[src/rtl/bias_pkg.sv]
// +----------------------------------------------------------------------------+
// | bias_pkg : shared lane width and saturating add / ReLU helpers              |
// | Rev 1.0                                                                    |
// +----------------------------------------------------------------------------+
`default_nettype none

package bias_pkg;

    localparam int DATA_W = 18;
    localparam int SUM_W  = DATA_W + 1;

    // Sign-extended sum; one extra bit is enough to never wrap.
    function automatic logic [SUM_W-1:0] sext_add(input logic [DATA_W-1:0] a,
                                                  input logic [DATA_W-1:0] b);
        return {a[DATA_W-1], a} + {b[DATA_W-1], b};
    endfunction

    // Overflow shows up as the two top bits disagreeing; the top bit gives direction.
    function automatic logic [DATA_W-1:0] sat_add(input logic [SUM_W-1:0] s);
        logic [DATA_W-1:0] r;
        if (s[SUM_W-1] != s[SUM_W-2]) begin
            r = s[SUM_W-1] ? {1'b1, {(DATA_W-1){1'b0}}} : {1'b0, {(DATA_W-1){1'b1}}};
        end else begin
            r = s[DATA_W-1:0];
        end
        return r;
    endfunction

    function automatic logic [DATA_W-1:0] relu(input logic [DATA_W-1:0] v,
                                               input logic             en);
        return (en && v[DATA_W-1]) ? '0 : v;
    endfunction

endpackage

`default_nettype wire

[src/rtl/bias_lane.sv]
// +----------------------------------------------------------------------------+
// | bias_lane : one combinational lane - add bias, saturate, optional ReLU      |
// | Rev 1.0                                                                    |
// +----------------------------------------------------------------------------+
`default_nettype none

module bias_lane
    import bias_pkg::*;
(
    input  logic [DATA_W-1:0] sum,
    input  logic [DATA_W-1:0] bias,
    input  logic              relu_en,
    output logic [DATA_W-1:0] result
);

    logic [SUM_W-1:0]  w_wide;
    logic [DATA_W-1:0] w_sat;

    assign w_wide = sext_add(sum, bias);
    assign w_sat  = sat_add(w_wide);
    assign result = relu(w_sat, relu_en);

endmodule

`default_nettype wire

[src/rtl/bias_add_seq.sv]
// +----------------------------------------------------------------------------+
// | bias_add_seq : streaming per-channel bias add with writable bias table     |
// | Rev 1.0                                                                    |
// +----------------------------------------------------------------------------+
`default_nettype none

module bias_add_seq #(
    parameter  int N_adder_tree = 16,
    parameter  int N_CH         = 64,
    parameter  int DATA_W       = bias_pkg::DATA_W,
    localparam int N_GRP        = N_CH / N_adder_tree,
    localparam int GRP_W        = (N_GRP > 1) ? $clog2(N_GRP) : 1,
    localparam int ADDR_W       = $clog2(N_CH)
) (
    input  logic                           clk,
    input  logic                           rst,
    input  logic                           cfg_we,
    input  logic [ADDR_W-1:0]              cfg_addr,
    input  logic [DATA_W-1:0]              cfg_data,
    input  logic                           relu_en,
    input  logic                           s_valid,
    output logic                           s_ready,
    input  logic [N_adder_tree*DATA_W-1:0] s_data,
    output logic                           m_valid,
    input  logic                           m_ready,
    output logic [N_adder_tree*DATA_W-1:0] m_data,
    output logic [GRP_W-1:0]               m_grp,
    output logic                           m_last
);

    import bias_pkg::*;

    localparam logic [GRP_W-1:0] c_last_grp = GRP_W'(N_GRP - 1);

    logic [DATA_W-1:0]              r_bias [N_CH];
    logic [GRP_W-1:0]               r_grp;
    logic                           r_valid;
    logic [N_adder_tree*DATA_W-1:0] r_data;
    logic [GRP_W-1:0]               r_out_grp;
    logic                           r_last;

    logic                           w_accept;
    logic                           w_addr_ok;
    logic [N_adder_tree*DATA_W-1:0] w_lane_out;

    assign s_ready   = ~r_valid | m_ready;
    assign w_accept  = s_valid & s_ready;
    assign w_addr_ok = (32'(cfg_addr) < 32'(N_CH));

    // Table is deliberately left out of reset so it survives a mid-stream rst.
    always_ff @(posedge clk) begin
        if (cfg_we && w_addr_ok) begin
            r_bias[cfg_addr] <= cfg_data;
        end
    end

    generate
        for (genvar i = 0; i < N_adder_tree; i++) begin : g_lane
            logic [ADDR_W-1:0] w_idx;
            assign w_idx = ADDR_W'(32'(r_grp) * N_adder_tree + i);

            bias_lane u_lane (
                .sum     (s_data[DATA_W*i +: DATA_W]),
                .bias    (r_bias[w_idx]),
                .relu_en (relu_en),
                .result  (w_lane_out[DATA_W*i +: DATA_W])
            );
        end
    endgenerate

    always_ff @(posedge clk) begin
        if (rst) begin
            r_grp <= '0;
        end else if (w_accept) begin
            r_grp <= (r_grp == c_last_grp) ? '0 : r_grp + 1'b1;
        end
    end

    always_ff @(posedge clk) begin
        if (rst) begin
            r_valid   <= 1'b0;
            r_data    <= '0;
            r_out_grp <= '0;
            r_last    <= 1'b0;
        end else if (w_accept) begin
            r_valid   <= 1'b1;
            r_data    <= w_lane_out;
            r_out_grp <= r_grp;
            r_last    <= (r_grp == c_last_grp);
        end else if (m_ready) begin
            r_valid   <= 1'b0;
        end
    end

    assign m_valid = r_valid;
    assign m_data  = r_data;
    assign m_grp   = r_out_grp;
    assign m_last  = r_last;

endmodule

`default_nettype wire
[config.mk]
export PLATFORM = sky130hd
export DESIGN_NAME = bias_add_seq
export DESIGN_NICKNAME = d
export VERILOG_FILES = /design/src/rtl/bias_pkg.sv /design/src/rtl/bias_lane.sv /design/src/rtl/bias_add_seq.sv
export SDC_FILE = /design/constraint.sdc
export NUM_CORES = 2
export LEC_CHECK = 0
export BUFFER_PORTS_ARGS = -buffer_cell sky130_fd_sc_hd__buf_2
export CAP_MARGIN = 20
export CORE_MARGIN = 2
export CORE_UTILIZATION = 50
export CTS_CLUSTER_DIAMETER = 100
export DETAILED_ROUTE_END_ITERATION = 10
export HOLD_SLACK_MARGIN = 0.08
export PLACE_DENSITY = 0.69
export SYNTH_ARGS = -nofsm -noshare
export SYNTH_HDL_FRONTEND = slang
export SYNTH_SLANG_ARGS = --single-unit
[constraint.sdc]
create_clock -name clk -period 6.2 [get_ports clk]
set_input_delay 0.31 -clock clk [delete_from_list [all_inputs] [get_ports clk]]
set_output_delay 0.31 -clock clk [all_outputs]
set_load 0.05 [all_outputs]
Yosys cells after proc, flatten, opt, wreduce, memory -nomap -nowiden
Memory sizes are Yosys's and may differ from the RTL's. A register that Yosys moved wholly into a read port is not among the register bits. Index checks and enable logic that the tools add are counted.

Memories kept: 1. Memory bits (writable): 1152. Word-level logic and storage cells: 130. Register bits after elaboration: 294. Output and inout bits: 293. Input bits: 318.

Memory list: r_bias (depth 64, width 18, rd ports 16, clocked after memory_dff 1, write ports 1, RTL line bias_add_seq.sv:35) `logic [DATA_W-1:0] r_bias [N_CH];`.

Reduce and logical (&&, ||, !) cells: 17. Multiplexer cells: 55. Eq/ne operators: 17. Bitwise gates (word level): 3. Add/subtract/negate cells: 32.

Operator list (number): $mux W18 (48); $add A18 B18 Y19 (16); $add A6 B4 Y6 const B (8); $add A6 B3 Y6 const B (4); $logic_and A1 B1 Y1 (16); $ne A1 B1 Y1 (16); $add A6 B2 Y6 const B (2); $mux W6 (2); $add A6 B1 Y6 const B (1); $mux W1 (4); $add A2 B1 Y2 const B (1); $eq A2 B2 Y1 const B (1); $mux W2 (1); $reduce_bool A2 Y1 (1); $and A1 B1 Y1 (1); $not A1 Y1 (1); $or A1 B1 Y1 (1).

Logic depth before layout (Yosys ltp)
An unclocked memory read counts as a cell.

Depth after elaboration: 7. Gate-level depth with buffers: 17. Mapped depth without buffers: 13.

By module
From an unflattened synthesis, not the netlist that was laid out.

Cell total of the unflattened synthesis: 5637. Area, all modules: 73788.3 µm².

By module, submodules not included: bias_add_seq (times used 1, cells an instance 2949, seq. area each 40518.9 µm², area an instance 54429.7 µm²); bias_lane (times used 16, cells an instance 168, seq. area each 0.0 µm², area an instance 1209.9 µm²).

Least setup slack after synthesis
OpenSTA, ideal clock, no wires.

Path kind: flip-flop to flip-flop. Start point: register r_grp[0]. End point: register r_data[243] (netlist: m_data[243]). Setup slack: 1858 ps. Cell stages (with the launch flop): 15. Period minus slack after synthesis: 4342 ps. Arrival: 4272 ps. Library setup time: 70 ps. Buffers on the path: 4. Required time: 6130 ps. Cell sequence: dfxtp_1 > clkbuf_1 > clkbuf_1 > buf_1 > mux4_2 > ha_1 > a21oi_1 > o21ai_0 > mux2_2 > a211o_1 > a311oi_2 > xnor2_1 > clkbuf_1 > o21ai_0 > a21oi_1.

Cells in the longest elaborated chain, start to end: 7. Elaborated cells between the ends (all ways): 8. Those cells by class: add/sub (2); eq/ne (1); mux (3); reduce/logical (1); memory (1).

RTL lines: start, declared (RTL line bias_add_seq.sv:36) `logic [GRP_W-1:0] r_grp;`; start signal, assigned (RTL line bias_add_seq.sv:75) `r_grp <= (r_grp == c_last_grp) ? '0 : r_grp + 1'b1;`; $add A6 B4 Y6 * (RTL line bias_add_seq.sv:60) `assign w_idx = ADDR_W'(32'(r_grp) * N_adder_tree + i);`; $mem_v2 Z64 W18 *; $add A18 B18 Y19 * (RTL line bias_pkg.sv:15) `return {a[DATA_W-1], a} + {b[DATA_W-1], b};`; $mux W18 / $ne A1 B1 Y1 (equally long branches) (RTL line bias_pkg.sv:22, bias_pkg.sv:21); $mux W18 * (RTL line bias_pkg.sv:21) `if (s[SUM_W-1] != s[SUM_W-2]) begin`; $logic_and A1 B1 Y1 (RTL line bias_pkg.sv:31) `return (en && v[DATA_W-1]) ? '0 : v;`; $mux W18 * (RTL line bias_pkg.sv:31); end signal, assigned (RTL line bias_add_seq.sv:87) `r_data <= w_lane_out;`; end, declared (RTL line bias_add_seq.sv:38) `logic [N_adder_tree*DATA_W-1:0] r_data;`.

Every way passes the cells marked *; elsewhere a longest branch is shown, timed or not. A chain may end at the register's enable or synchronous reset.

Worst setup path in the final report
Start point: register r_grp[0]. End point: register r_data[198] (netlist: m_data[198]).

The elaborated chain is that of the path after synthesis.

==> qor.yml <==
cp-endpoint: "m_data[198]"
r2r_end: "m_data[198]"
synthDistinctLibCells: 84
slew_viol_final: 0
rsz0062_at_grt: "false"
clock_path_buffers: 3
first_iter_violations: 3870
synth_xor_area_frac: 0.0296
place_hpwl_mm: 121
synth_seq_cells: 1448
clk_pin_slew_ns: 0.06
yosysWarnings: 0
synthTopCellsByCount: "edfxtp_1, nand2_1, a21oi_1, o21ai_0, nor2_1"
syn_inst: 4804
tns_ns: 0
postSynthAreaPerCell_um2: 13.7
synth_top_area_frac: 0.524
syn_nets: 5427
cp.required_ns: 6.92
yosysTopAreaCell: "edfxtp_1"
grt_antenna_before_repair: 23
setup_viol_count_final: 0
arrival_ns: 6.35
max_slew.worst_pin.slew_ns: 1.14
vdd_drop_max_mv: 0.241
port_buffers: 610
synth_top_family_by_area: "compound AO/OA/AOI/OAI gates"
num-nets-final: 6165
synth-compound-area-share: 0.110
fp.coreArea_um2: 131000
critPathMostFrequentCell: "a211oi_1"
dieWidth_um: 367
async_flop_share: 0
routed_via_density: 5.88
reg2regPathDepth: 13
ioPinCount: 611
r2r-start: "r_grp[0]"
cp_max_fo: 36
worstSetupPathType: "reg2reg"
gp_congestion: 0.920
yosysMostFrequentCell: "edfxtp_1"
finalClockSkew_ns: 0.0225
drtPass1Iterations: 5
outcome: "finished, final reports clean"
drc_errors: 0
timing.critical_path.from_type: "flop"
yosysSeqAreaShare: 0.614
slowest_delay_ns: 0.89
gr-total-overflow: 0
tritoncts: "done"
fin_crit_sh: 0.909
synth-edff-count: 1152
clock-sinks: 1448
muxShareOfSynthArea: 0.0997
regToRegSetupSlack_ns: 0.56
p_int_uw: 17900
startpoint: "r_grp[0]"
relSlewSlack: 0.238
vias: 43700
grt_first_pass_wirelength_mm: 268
n_fill_cell: 10300
cts-root-buf: "clkbuf_16"
row_count: 133
initial_core_util: 0.503
combPwrFrac: 0.207
layout-drive-gt1-share: 0.235
multi_input_area_um2: 24400
dp_slack_ns: 1.03
maxCapViolations: 0
die_area_um2: 135000
grt_usage: 0.266
synthFlopType: "edfxtp_1"
yosys.area_share.simple: 0.0693
p_switching_uw: 7640
numCtsBuffers: 153
power_frac_seq: 0.435
routedWlPerCell_um: 24.6
grt_pass1_vias: 42700
cpMaxStageDelayCell: "xnor2_1"
p_clk_frac: 0.358
wl_mm: 183
synth_area_um2: 66000
p_leak_uw: 0.0280
worstHoldPathType: "in2reg"
endpoint_kind: "flop"
area_growth_pct: 16.7
min_period_ns: 5.64
clk_latency_ns: 0.79
antenna_left: 0
holdPathStages: 5
ys_top_cells_by_area: "edfxtp_1, mux4_2, dfxtp_1"
grt_max_degree: 113
p_per_area_nw_per_um2: 331
cts_htree_levels: 4
regArea_um2: 40500
crit_path_cell_trace: "buf_12, mux4_2, ha_1, a211oi_1, o21bai_1, o41ai_1, a211oi_1, mux2i_1, nor2_1, xnor2_1, o21ai_0, a21oi_1, dlygate4sd3_1"
power_switching_share: 0.300
die_h_um: 367
hold_viol: 0
synth_fa_ha_area_frac: 0.0596
max_freq_mhz: 177
postLayoutSetupSlackWorst_ns: 0.565
## area by class of cell
type                       count  share of cell area
sequential                  1448               0.526
multi-input combinational   3056               0.317
timing repair buffer         754              0.0571
clock buffer                 195              0.0540
tap                         1755              0.0285
clock inverter                88              0.0108
inverter                     129             0.00629
antenna                        7            0.000227
## registers in the layout, indices dropped and copies added, names as in the netlist, named ones only
register,cells
m_data,288
m_grp,2
m_last,1
m_valid,1
r_bias,1152
r_grp,2
## metrics by stage
stage / total power, uW / std cells / hold slack [ns] / cell area [um^2] / util
2_1_floorplan: 15000 / 4804 / 0.409 / 66000 / -
3_3_place_gp: 16500 / 7094 / 0.426 / 71500 / 0.544
3_5_place_dp: 16500 / 7097 / 0.428 / 71500 / 0.545
4_1_cts: 25600 / 7416 / 0.0804 / 76900 / 0.586
5_1_grt: 26500 / 7426 / 0.115 / 77000 / 0.587
6_report: 25500 / 7432 / 0.131 / 77000 / 0.587
## layout by cell type (no fill, tap or decap), drive strengths merged, types with 10 or more instances in the layout
cell type,count
edfxtp,1152
buf,717
nand2,449
a21oi,403
o21ai,381
nor2,299
dfxtp,296
ha,289
mux4,288
clkbuf,196
xnor2,166
inv,139
a21o,88
nand3,60
clkinv,53
xor2,51
a31oi,48
a211oi,46
nand2b,45
o21a,45
nor2b,41
dlygate4sd3,36
nor3,35
o21bai,25
and3,21
o211ai,21
nand4,20
and2,18
o22ai,18
fa,16
o2111ai,15
or3,14
bufinv,13
nor4,12
clkinvlp,12
o31a,11
nand3b,10
## metal layers
metal | GRT usage | routed length (um)
met1 | 0.357 | 75600
met2 | 0.443 | 88700
met3 | 0.0534 | 13800
met4 | 0.0726 | 4330
met5 | 0 | 105
## power by group through the flow
stage               registers (uW)  clock network (uW)  logic, uW
global placement             11300                   0       5180
finish                       11100                9130       5280
floorplan                    12300                   0       2680
detailed placement           11300                   0       5230
CTS                          11100                9260       5280
global route                 11100                9640       5700
## worst min path at each step
stage	from	endpoint	slack, ns
after detailed placement	m_data[80]	m_data[80]	0.43
final	s_data[38]	m_data[38]	0.13
after floorplan	cfg_data[0]	r_bias[0][0]	0.41
after global placement	m_data[74]	m_data[74]	0.43
after global routing	s_data[205]	m_data[205]	0.11
after CTS	s_data[70]	m_data[70]	0.08
## cells by family after synthesis
group,count (synthesis)
and+or+nand+nor,1043
muxes,297
DFF,1448
AOI/OAI and AO/OA,1194
xor gates and xnor gates,217
adders and majority gates,305
buffers and inverters,300
## critical path, delay by kind of cell, from the launching register on
| kind | cells | cell delay (ns) |
|---|---|---|
| AOI/OAI and AO/OA | 6 | 1.66 |
| adders and majority gates | 1 | 0.32 |
| xor gates and xnor gates | 1 | 0.89 |
| buffers and inverters | 2 | 0.91 |
| muxes | 2 | 0.88 |
| and+or+nand+nor | 1 | 0.13 |
| DFF | 1 | 0.73 |
## timing repair
item                                   4_1_cts  5_1_grt
hold buffers                                36        0
setup buffers                                0        0
resized for setup                            0        0
endpoints found under the hold margin       92        0
No activity file was read; power rests on OpenSTA's default activity.
